## src/rtl/div_pkg.sv

```systemverilog
// Shared types and constants for the repeated-subtraction divider.
package div_pkg;

    localparam int unsigned DefaultWidth = 16;

    typedef enum logic [2:0] {
        StIdle,
        StLda,
        StLdb,
        StChk,
        StSub,
        StDone
    } state_e;

endpackage

```

## src/rtl/div_datapath.sv

```systemverilog
// Divider datapath: remainder, divisor and quotient registers with the
// subtractor, the R >= D comparator and the zero-divisor detector.
module div_datapath
    import div_pkg::*;
#(
    parameter int unsigned WIDTH = DefaultWidth
) (
    input  logic             clk,
    input  logic             rst_n,
    input  logic [WIDTH-1:0] data_in,
    input  logic             ld_r,
    input  logic             ld_d,
    input  logic             clr_q,
    input  logic             set_q,
    input  logic             dec_r,
    input  logic             inc_q,
    output logic [WIDTH-1:0] quotient,
    output logic [WIDTH-1:0] remainder,
    output logic             ge,
    output logic             dz
);

    logic [WIDTH-1:0] r_q;
    logic [WIDTH-1:0] d_q;
    logic [WIDTH-1:0] q_q;

    always_ff @(posedge clk or negedge rst_n) begin
        if (!rst_n) begin
            r_q <= '0;
            d_q <= '0;
            q_q <= '0;
        end else begin
            if (ld_r) begin
                r_q <= data_in;
            end else if (dec_r) begin
                r_q <= r_q - d_q;
            end

            if (ld_d) begin
                d_q <= data_in;
            end

            if (clr_q) begin
                q_q <= '0;
            end else if (set_q) begin
                q_q <= '1;
            end else if (inc_q) begin
                q_q <= q_q + WIDTH'(1);
            end
        end
    end

    assign ge        = (r_q >= d_q);
    assign dz        = (d_q == '0);
    assign quotient  = q_q;
    assign remainder = r_q;

endmodule

```

## src/rtl/div_repeated_sub.sv

```systemverilog
// Sequential unsigned divider: controller FSM sequencing serial operand
// loads and repeated subtraction on div_datapath.
module div_repeated_sub
    import div_pkg::*;
#(
    parameter int unsigned WIDTH = DefaultWidth
) (
    input  logic             clk,
    input  logic             rst_n,
    input  logic             start,
    input  logic [WIDTH-1:0] data_in,
    output logic [WIDTH-1:0] quotient,
    output logic [WIDTH-1:0] remainder,
    output logic             done,
    output logic             busy,
    output logic             dz_err
);

    state_e state_q;
    logic   busy_q;
    logic   done_q;
    logic   dz_err_q;

    logic ld_r;
    logic ld_d;
    logic clr_q;
    logic set_q;
    logic sub_step;
    logic ge;
    logic dz;

    // Datapath enables act on the edge that leaves the current state.
    always_comb begin
        ld_r     = (state_q == StLda);
        clr_q    = (state_q == StLda);
        ld_d     = (state_q == StLdb);
        set_q    = (state_q == StChk) && dz;
        sub_step = (state_q == StSub) && ge;
    end

    div_datapath #(
        .WIDTH(WIDTH)
    ) u_datapath (
        .clk      (clk),
        .rst_n    (rst_n),
        .data_in  (data_in),
        .ld_r     (ld_r),
        .ld_d     (ld_d),
        .clr_q    (clr_q),
        .set_q    (set_q),
        .dec_r    (sub_step),
        .inc_q    (sub_step),
        .quotient (quotient),
        .remainder(remainder),
        .ge       (ge),
        .dz       (dz)
    );

    always_ff @(posedge clk or negedge rst_n) begin
        if (!rst_n) begin
            state_q  <= StIdle;
            busy_q   <= 1'b0;
            done_q   <= 1'b0;
            dz_err_q <= 1'b0;
        end else begin
            case (state_q)
                StIdle: begin
                    if (start) begin
                        state_q <= StLda;
                        busy_q  <= 1'b1;
                    end
                end
                StLda: begin
                    state_q  <= StLdb;
                    dz_err_q <= 1'b0;
                end
                StLdb: begin
                    state_q <= StChk;
                end
                StChk: begin
                    if (dz) begin
                        state_q  <= StDone;
                        dz_err_q <= 1'b1;
                        busy_q   <= 1'b0;
                        done_q   <= 1'b1;
                    end else begin
                        state_q <= StSub;
                    end
                end
                StSub: begin
                    if (!ge) begin
                        state_q <= StDone;
                        busy_q  <= 1'b0;
                        done_q  <= 1'b1;
                    end
                end
                StDone: begin
                    // A held start must not retrigger; wait for it to drop.
                    if (!start) begin
                        state_q <= StIdle;
                        done_q  <= 1'b0;
                    end
                end
                default: begin
                    state_q <= StIdle;
                    busy_q  <= 1'b0;
                    done_q  <= 1'b0;
                end
            endcase
        end
    end

    assign busy   = busy_q;
    assign done   = done_q;
    assign dz_err = dz_err_q;

endmodule

```

## config.mk

```make
export PLATFORM = sky130hd
export DESIGN_NAME = div_repeated_sub
export DESIGN_NICKNAME = d
export VERILOG_FILES = /design/src/rtl/div_pkg.sv /design/src/rtl/div_datapath.sv /design/src/rtl/div_repeated_sub.sv
export SDC_FILE = /design/constraint.sdc
export NUM_CORES = 1
export LEC_CHECK = 0
export BUFFER_PORTS_ARGS = -buffer_cell sky130_fd_sc_hd__buf_2
export CORE_ASPECT_RATIO = 0.9
export CORE_MARGIN = 2
export CORE_UTILIZATION = 43
export DETAILED_ROUTE_END_ITERATION = 12
export GPL_ROUTABILITY_DRIVEN = 0
export PLACE_DENSITY = 0.76
export SYNTH_ARGS = -nofsm -noshare
export SYNTH_HDL_FRONTEND = slang
export SYNTH_SLANG_ARGS = --single-unit
```

## constraint.sdc

```tcl
create_clock -name clk -period 3.7 [get_ports clk]
set_clock_uncertainty 0.2 [all_clocks]
set_input_delay 0.37 -clock clk [delete_from_list [all_inputs] [get_ports clk]]
set_output_delay 0.37 -clock clk [all_outputs]
set_load 0.03 [all_outputs]
```

Word-level counts from Yosys, hierarchy flattened. Index checks and enable logic that the tools add are counted. W data, S select, Z words.

Logic and storage cells: 53. Output and inout bits: 35. Register bits: 54. Bits of input ports: 19.

Bitwise gates (word level): 2. Reduce and logical (&&, ||, !) cells: 13. Equal/unequal tests: 9. Order comparisons: 1. $add $sub $neg: 2. Mux-type cells: 19.

Operators with widths (number): $mux W16 (5); $pmux W3 S6 (1); $add A16 B1 Y16 const B (1); $ge A16 B16 Y1 (1); $logic_not A16 Y1 (1); $sub A16 B16 Y16 (1); $mux W3 (3); $ne A2 B2 Y1 const B (4); $pmux W1 S4 (2); $reduce_and A4 Y1 (2); $mux W1 (7); $eq A3 B2 Y1 const B (2); $eq A3 B3 Y1 const B (2); $reduce_or A3 Y1 (2); $reduce_bool A2 Y1 (2); $eq A3 B1 Y1 const B (1); $logic_not A3 Y1 (1); $reduce_and A3 Y1 (1); $reduce_bool A3 Y1 (1); $logic_and A1 B1 Y1 (2); $not A1 Y1 (2); $pmux W1 S2 (1); $reduce_and A2 Y1 (1).

Depth between registers and ports, before layout. Gate-level depths: netlist of run 1.

Depth after elaboration: 5. Gate-level depth with buffers: 12. Gate-level depth less buffers: 11.

Modules after synthesis. Synthesis of run 1 repeated with hierarchy kept, for this count alone.

Cell total of the unflattened synthesis: 366. Area total of the unflattened synthesis: 3268.1 µm².

By module, submodules not included: div_datapath (seq. area each 1201.2 µm², area each 2934.1 µm², cells each 328, instances 1); div_repeated_sub (seq. area each 150.1 µm², area each 334.1 µm², cells each 38, instances 1).

Least setup slack after synthesis of run 1. OpenSTA, ideal clock, no wires.

Kind: reg-to-reg. Start point: register u_datapath.r_q[0], in the netlist u_datapath.remainder[0]. End point: register u_datapath.r_q[3], in the netlist u_datapath.remainder[3]. Cell stages (with the launch flop): 12. Setup time: 126 ps. Data arrival time: 2548 ps. Path slack: 826 ps. Buffers on the path: 1. Period minus slack after synthesis: 2874 ps. Data required time: 3374 ps. Cells stage by stage: dfrtp_1 -> inv_1 -> ha_1 -> inv_1 -> fa_1 -> a211oi_2 -> o22ai_1 -> a32o_2 -> a21oi_2 -> buf_2 -> nor2_1 -> a221o_1.

Cells in the longest elaborated chain, start to end: 3. Elaborated cells between the ends (all ways): 6. Classes of those cells: add/sub: 1; order compare: 1; mux: 2; reduce/logical: 2.

RTL lines: start: declaration (RTL line div_datapath.sv:23) `logic [WIDTH-1:0] r_q;`; start signal: assignment (RTL line div_datapath.sv:34) `r_q <= data_in;`; start signal: assignment (RTL line div_datapath.sv:36) `r_q <= r_q - d_q;`; $sub A16 B16 Y16 or $ge A16 B16 Y1 (tied branches) (RTL line div_datapath.sv:36, div_datapath.sv:53); $mux W16 or $logic_and A1 B1 Y1 (tied branches) (RTL line div_datapath.sv:35, div_repeated_sub.sv:38); $mux W16 or $reduce_bool A2 Y1 (tied branches).

Several ways; a longest one is shown, not always the timed one. The select of a mux whose other input is x is not followed. A chain may end at the register's enable or synchronous reset.

Final worst setup path of run 1.
Start point: register u_datapath.r_q[0], in the netlist u_datapath.remainder[0]. End point: register u_datapath.r_q[5], in the netlist u_datapath.remainder[5].

Same word-level chain as after synthesis.

==> impl_metrics.yaml, run 1 <==
run_status:
  outcome: "finished clean"
floorplan:
  die_y_um: 86.9
  fp.dieArea_um2: 8340
  initial_core_util_pct: 43.9
  core_area_um2: 7470
  pin_count: 54
  die_x_um: 96.1
  num_rows: 30
clocking:
  ctsHtreeMaxLevel: 2
  cts_tree: "yes"
  cts_sinks: 54
  postCtsResizedCells: 0
  cts_buffers: 5
  hold_buffers: 1
  clk_pin_slew_ns: 0.10
  clockBufferDepth: 2
  clockRootBuffer: "clkbuf_8"
  clkLatencyLatePin_ns: 0.32
  cts_setup_buffers: 0
power_and_ir_drop:
  pwr-share-clk_pct: 9.9
  seqPwrFrac_pct: 26.5
  peakVddDrop_uv: 453
  p_sw_share_pct: 49.2
  leakagePower_nw: 1.74
  p_sw_mw: 1.80
  power.density_nw_per_um2: 978
  internal_power_mw: 1.85
  power_frac_comb_pct: 63.7
worst_hold_path:
  hp-class: "in2reg"
final_layout:
  regArea_um2: 1350
  fin_util_pct: 50.0
  num_antenna_cells: 0
  nets: 449
  synthToLayoutAreaGrowth_pct: 13.8
  drive_gt1_share_pct: 19.1
  most-common-layout-cells: "dfrtp_1, buf_2, nand2_1, o21ai_0, nor2_1"
  fillers: 684
  mostFrequentLayoutCell: "dfrtp_1"
  multi_input_area_um2: 1770
timing:
  max_freq_mhz: 336
  tns_ns: 0
  worstMarginPinSlew_ns: 0.841
  hold_viol: 0
  timing.final.crit_period_ns: 2.98
  period_share_pct: 80.4
  rsz0062_at_grt: "false"
  slew_headroom_pct: 43.9
  setup_viol_count_final: 0
  drv_slew: 0
worst_setup_path:
  crit_family: "compound AO/OA/AOI/OAI gates"
  path_cells: "inv_1, ha_1, inv_1, fa_1, a211oi_2, o22ai_1, a32o_2, a21o_4, nor2_4, nand2_1, o311ai_0"
  worstPathMaxFanout: 16
  max_stage_delay_ns: 0.43
  cp_common_cell: "inv_1"
  endpoint_kind: "register"
  startpoint_type: "register"
  cp_num_buf_inv: 2
  required_ns: 3.70
  arrival_ns: 2.97
  path_class: "reg2reg"
  cpMaxStageDelayCell: "fa_1"
synth:
  async_flop_share_pct: 100
  synth-edff-count: 0
  ys_ff_latch: 54
  yosysSeqAreaShare_pct: 41.2
  syn_inst: 364
  synth_cell_type_count: 50
  synth.cell_area_um2: 3280
  yosysWarningCount: 0
  synth_nets: 401
  ys.flop_type: "dfrtp_1"
  syn_area_per_cell_um2: 9.01
drt:
  avgRoutedWirePerCell_um: 15.8
  vias: 2875
  drt-total-wl_um: 8020
  drtPass1Iterations: 4
  antenna_left: 0
  first_iter_violations: 201
  drc_errors: 0
  via_per_inst: 5.65
global_routing:
  grt-ovfl-total: 0
  grt_pass1_vias: 2732
  grt_pass1_wl_um: 13300
  grt_use_total_pct: 20.5
  antenna_found_initial: 0
  grt_start_max_net_pins: 33
placement:
  port-buffer-count: 53
  dp_hpwl_um: 6020
run:
  cap_violations: 0
## Yosys cell counts, types with 4 or more instances
master / count / area share, %
dfrtp_1: 54 / 41
a31oi_1: 7 / 1.3
nor3_1: 5 / 0.76
inv_1: 21 / 2.4
a22oi_1: 9 / 2.1
o211ai_1: 5 / 1.1
nor2_1: 22 / 2.5
a21o_1: 8 / 1.8
a21oi_1: 18 / 2.7
xnor2_1: 12 / 3.2
nand3_1: 11 / 1.7
clkbuf_1: 8 / 0.92
o21bai_1: 4 / 0.92
nor4_1: 4 / 0.76
o21ai_0: 38 / 5.8
nand2_1: 46 / 5.3
buf_2: 8 / 1.2
a221o_1: 7 / 2.1
ha_1: 17 / 6.5
nand4_1: 6 / 1.1
o311ai_0: 5 / 1.3
nor2b_1: 5 / 0.95
xor2_1: 8 / 2.1
## logic make-up after synthesis
| kind of cell | share of synthesized area [%] |
|---|---|
| DFF | 41.2 |
| buffers and inverters | 4.92 |
| adders and majority gates | 7.10 |
| muxes | 0.343 |
| AOI/OAI and AO/OA | 23.8 |
| and+or+nand+nor | 17.3 |
| xor gates and xnor gates | 5.34 |
## routing by layer
metal | track usage, % | vias up | wire, um
li1 | - | 1402 | -
met1 | 29.2 | 1386 | 3770
met2 | 31.6 | 74 | 3670
met3 | 3.72 | 13 | 422
met4 | 6.36 | 0 | 151
met5 | 0 | - | 0
## power groups by stage
stage / Sequential [mW] / Clock, mW / Combinational, mW
4_1_cts: 0.966 / 0.367 / 2.33
3_3_place_gp: 0.969 / 0 / 2.25
5_1_grt: 0.996 / 0.391 / 2.59
6_report: 0.966 / 0.360 / 2.32
3_5_place_dp: 0.975 / 0 / 2.32
2_1_floorplan: 1.13 / 0 / 1.65
## worst register-to-register path: cells and delay by family, from the launching register on
family	cells	cell delay, ns
flops	1	0.40
fa+ha+maj	2	0.61
simple gates	2	0.47
buf+inv	2	0.12
compound gates	5	1.06
## area by class of cell
class | count | area share (%)
multi-input combinational | 271 | 47.4
clock inverter | 2 | 0.469
timing repair buffer | 59 | 8.38
tap | 96 | 3.22
sequential | 54 | 36.2
clock buffer | 6 | 2.21
inverter | 21 | 2.11
## flip-flops by register name, indices dropped and copies added (netlist names)
signal and count:
u_datapath.d_q 16, done 1, state_q 3, busy 1, u_datapath.remainder 16, u_datapath.quotient 16, dz_err 1
## stage by stage
step	setup WS, ns	power, mW	hold WS (ns)	cell area (um2)	std cells
6_report	0.724	3.65	0.0689	3730	509
4_1_cts	0.713	3.66	0.0658	3730	509
2_1_floorplan	0.826	2.78	-0.126	3280	364
3_3_place_gp	0.849	3.22	0.256	3620	500
3_5_place_dp	0.742	3.29	0.260	3620	500
5_1_grt	0.472	3.98	0.0728	3730	509
## path summary, 6_finish.rpt
| kind | from | endpoint | slack (ns) | cells after the start |
|---|---|---|---|---|
| max in group asynchronous | rst_n | u_datapath.remainder[8]$_DFFE_PN0P_ | 2.07 | 3 |
| setup / recovery | u_datapath.remainder[0]$_DFFE_PN0P_ | u_datapath.remainder[5]$_DFFE_PN0P_ | 0.72 | 11 |
| setup reg to reg | u_datapath.remainder[0]$_DFFE_PN0P_ | u_datapath.remainder[5]$_DFFE_PN0P_ | 0.72 | 11 |
| hold / removal | data_in[5] | u_datapath.d_q[5]$_DFFE_PN0P_ | 0.07 | 3 |
| min in group asynchronous | rst_n | u_datapath.quotient[13]$_DFFE_PN0P_ | 0.44 | 2 |
| hold reg to reg | dz_err$_DFFE_PN0P_ | dz_err$_DFFE_PN0P_ | 0.28 | 2 |
Note: power is estimated with default switching activity, not from simulation.
==> inputs of run 2 (changes only) <==
--- a/config.mk
+++ b/config.mk
@@ -5,13 +5,14 @@
 export SDC_FILE = /design/constraint.sdc
 export NUM_CORES = 1
 export LEC_CHECK = 0
+export ABC_AREA = 1
 export BUFFER_PORTS_ARGS = -buffer_cell sky130_fd_sc_hd__buf_2
 export CORE_ASPECT_RATIO = 0.9
 export CORE_MARGIN = 2
 export CORE_UTILIZATION = 43
 export DETAILED_ROUTE_END_ITERATION = 12
 export GPL_ROUTABILITY_DRIVEN = 0
-export PLACE_DENSITY = 0.76
+export PLACE_DENSITY = 0.77
 export SYNTH_ARGS = -nofsm -noshare
 export SYNTH_HDL_FRONTEND = slang
 export SYNTH_SLANG_ARGS = --single-unit
==> constraint.sdc (replaced) <==
create_clock -name clk -period 2.6 [get_ports clk]
set_clock_uncertainty 0.2 [all_clocks]
set_input_delay 0.26 -clock clk [delete_from_list [all_inputs] [get_ports clk]]
set_output_delay 0.26 -clock clk [all_outputs]
set_load 0.03 [all_outputs]
==> impl_metrics.yaml, run 2 <==
timing:
  slew_headroom_pct: 52.6
  period_share_pct: 93.1
  rsz0062_at_grt: "false"
  drv_slew: 0
  hold_viol: 0
  setup_ws_ns: 0.180
  timing.final.crit_period_ns: 2.42
  worstMarginPinSlew_ns: 0.711
  setup_viol_count_final: 0
  tns_ns: 0
  max_freq_mhz: 413
clocking:
  cts_sinks: 54
  ctsHtreeMaxLevel: 2
  postCtsResizedCells: 0
  clkLatencyLatePin_ns: 0.32
  clk_pin_slew_ns: 0.11
  cts_buffers: 5
  clockBufferDepth: 2
  cts_tree: "yes"
  clockRootBuffer: "clkbuf_8"
  cts_setup_buffers: 0
drt:
  drc_errors: 0
  antenna_left: 0
  vias: 3832
  via_per_inst: 5.11
  first_iter_violations: 226
  avgRoutedWirePerCell_um: 13.4
  drt-total-wl_um: 10000
  drtPass1Iterations: 6
synth:
  syn_inst: 561
  yosys-top-cells-area: "dfrtp_1, nand2_1, nand3_1, inv_1, ha_1"
  yosys.area_share.simple_pct: 40.4
  yosysSeqAreaShare_pct: 34.7
  synthDominantCellAreaShare_pct: 34.7
  yosysWarningCount: 0
  synth_cell_type_count: 31
  synth.cell_area_um2: 3890
  synth-xor-area-share_pct: 2.48
  syn_area_per_cell_um2: 6.93
  yosysMostFrequentCell: "nand2_1"
  synth-edff-count: 0
  synth_nets: 598
  synth-adder-area-share_pct: 5.98
  ys_ff_latch: 54
  async_flop_share_pct: 100
  synth_compound_area_share_pct: 5.85
  synth_mux_area_share_pct: 0
  synth_common_cells: "nand2_1, nand3_1, inv_1, dfrtp_1, nor2_1"
  yosys.area.top_type: "dfrtp_1"
  ys.flop_type: "dfrtp_1"
  synth_top_family_by_area: "simple AND/OR/NAND/NOR gates"
worst_setup_path:
  endpoint_kind: "register"
  required_ns: 2.61
  path_cells: "inv_1, ha_1, inv_1, fa_1, nand2_1, nand2_1, nand3_2, nand3_2, nand2_2, nand2_4, nand2_8, inv_4, nand2_1, nand3_1"
  worstPathMaxFanout: 15
  cp_common_cell: "nand2_1"
  path_class: "reg2reg"
  arrival_ns: 2.43
  startpoint_type: "register"
  cpMaxStageDelayCell: "fa_1"
  max_stage_delay_ns: 0.42
floorplan:
  pin_count: 54
  die_y_um: 94.2
  die_x_um: 104
  core_area_um2: 8690
  fp.dieArea_um2: 9820
  initial_core_util_pct: 44.8
  num_rows: 32
power_and_ir_drop:
  seqPwrFrac_pct: 24.2
  power.density_nw_per_um2: 1270
  pwr-share-clk_pct: 10.2
  p_sw_share_pct: 53.3
  p_sw_mw: 3.07
  internal_power_mw: 2.70
  power_frac_comb_pct: 65.6
  peakVddDrop_uv: 486
  leakagePower_nw: 2.48
worst_hold_path:
  hp-class: "in2reg"
global_routing:
  grt_pass1_wl_um: 17100
  grt_use_total_pct: 21.4
  grt_start_max_net_pins: 55
  antenna_found_initial: 0
  grt_pass1_vias: 3708
  grt-ovfl-total: 0
final_layout:
  synthToLayoutAreaGrowth_pct: 16.5
  fin_area_um2: 4530
  nets: 667
  fin_util_pct: 52.2
  num_antenna_cells: 0
  most-common-layout-cells: "nand2_1, nand3_1, inv_1, dfrtp_1, buf_2"
  drive_gt1_share_pct: 17.0
  mostFrequentLayoutCell: "nand2_1"
placement:
  port-buffer-count: 53
  dp_hpwl_um: 7200
  dpl_cell_area_um2: 4250
  detailedPlace.worstSlack_ns: 0.133
run:
  cap_violations: 0
run_status:
  outcome: "finished clean"
run 2: changes by cell type in the layout (fill, tap and decap cells not counted), moves of 9 or more:
cell           delta
nand3_1          +73
a21oi_1          +12
o21ai_0          -29
xnor2_1          -10
nand3_2          +12
dlygate4sd3_1    +15
inv_1            +53
nor2_1           +24
nand2_1         +119
a22oi_1           -9
run 2: cell families (layout without fill, tap and decap cells):
kind of cell / after synthesis / after routing
simple gates: 340 / 341
flops: 54 / 54
compound gates: 43 / 43
buf+inv: 95 / 164
xor+xnor: 11 / 11
fa+ha+maj: 18 / 18
run 2: power groups by stage:
stage / sequential (mW) / combinational, mW / clock, mW
3_5_place_dp: 1.41 / 3.70 / 0
4_1_cts: 1.39 / 3.74 / 0.604
2_1_floorplan: 1.68 / 2.63 / 0
6_report: 1.40 / 3.79 / 0.587
3_3_place_gp: 1.40 / 3.61 / 0
5_1_grt: 1.43 / 4.26 / 0.640
run 2: stage by stage:
| step | hold WS, ns | total power [mW] | instances |
|---|---|---|---|
| global route | 0.0808 | 6.34 | 750 |
| finish | 0.0382 | 5.77 | 750 |
| CTS | 0.0400 | 5.73 | 749 |
| detailed placement | 0.238 | 5.10 | 725 |
| floorplan | -0.236 | 4.30 | 561 |
| global placement | 0.230 | 5.01 | 725 |
run 2: timing repair:
| item | 4_1_cts | 5_1_grt |
|---|---|---|
| endpoints found under the hold margin | 69 | 0 |
| hold buffers | 16 | 0 |
| setup endpoints to repair | 0 | 11 |
run 2: layout make-up:
| type | instances | area [um2] |
|---|---|---|
| fillers | 852 | 4160 |
| multi-input cells | 413 | 2140 |
| flip-flops and latches | 54 | 1350 |
| repair buffers | 76 | 478 |
| inverters | 80 | 303 |
| well taps | 119 | 149 |
| clock buffers | 5 | 68.8 |
| clock inverters | 3 | 43.8 |
run 2: worst max-delay path, delay by kind of cell (launching register included):
family | cells | cell delay (ns)
buffers and inverters | 3 | 0.27
flip-flops | 1 | 0.41
AND/OR/NAND/NOR | 9 | 0.84
adder cells (fa/ha/maj) | 2 | 0.59
run 2: worst paths after layout:
check,depth (start not counted),end,startpoint,slack (ns)
min reg2reg,2,done$_DFFE_PN0P_,done$_DFFE_PN0P_,0.28
max reg2reg,14,u_datapath.remainder[14]$_DFFE_PN0P_,u_datapath.remainder[0]$_DFFE_PN0P_,0.18
max in group asynchronous,3,u_datapath.d_q[5]$_DFFE_PN0P_,rst_n,1.32
max,14,u_datapath.remainder[14]$_DFFE_PN0P_,u_datapath.remainder[0]$_DFFE_PN0P_,0.18
min in group asynchronous,3,u_datapath.remainder[5]$_DFFE_PN0P_,rst_n,0.38
min,3,u_datapath.d_q[9]$_DFFE_PN0P_,data_in[9],0.04
run 2: per-layer routing:
| layer | global-route usage, % | part of all wire, % | vias up |
|---|---|---|---|
| met3 | 3.33 | 5.6 | 17 |
| met1 | 29.3 | 48 | 1763 |
| met5 | 0 | 0 | - |
| met2 | 34.5 | 45 | 126 |
| met4 | 7.32 | 1.5 | 0 |
| li1 | - | - | 1926 |
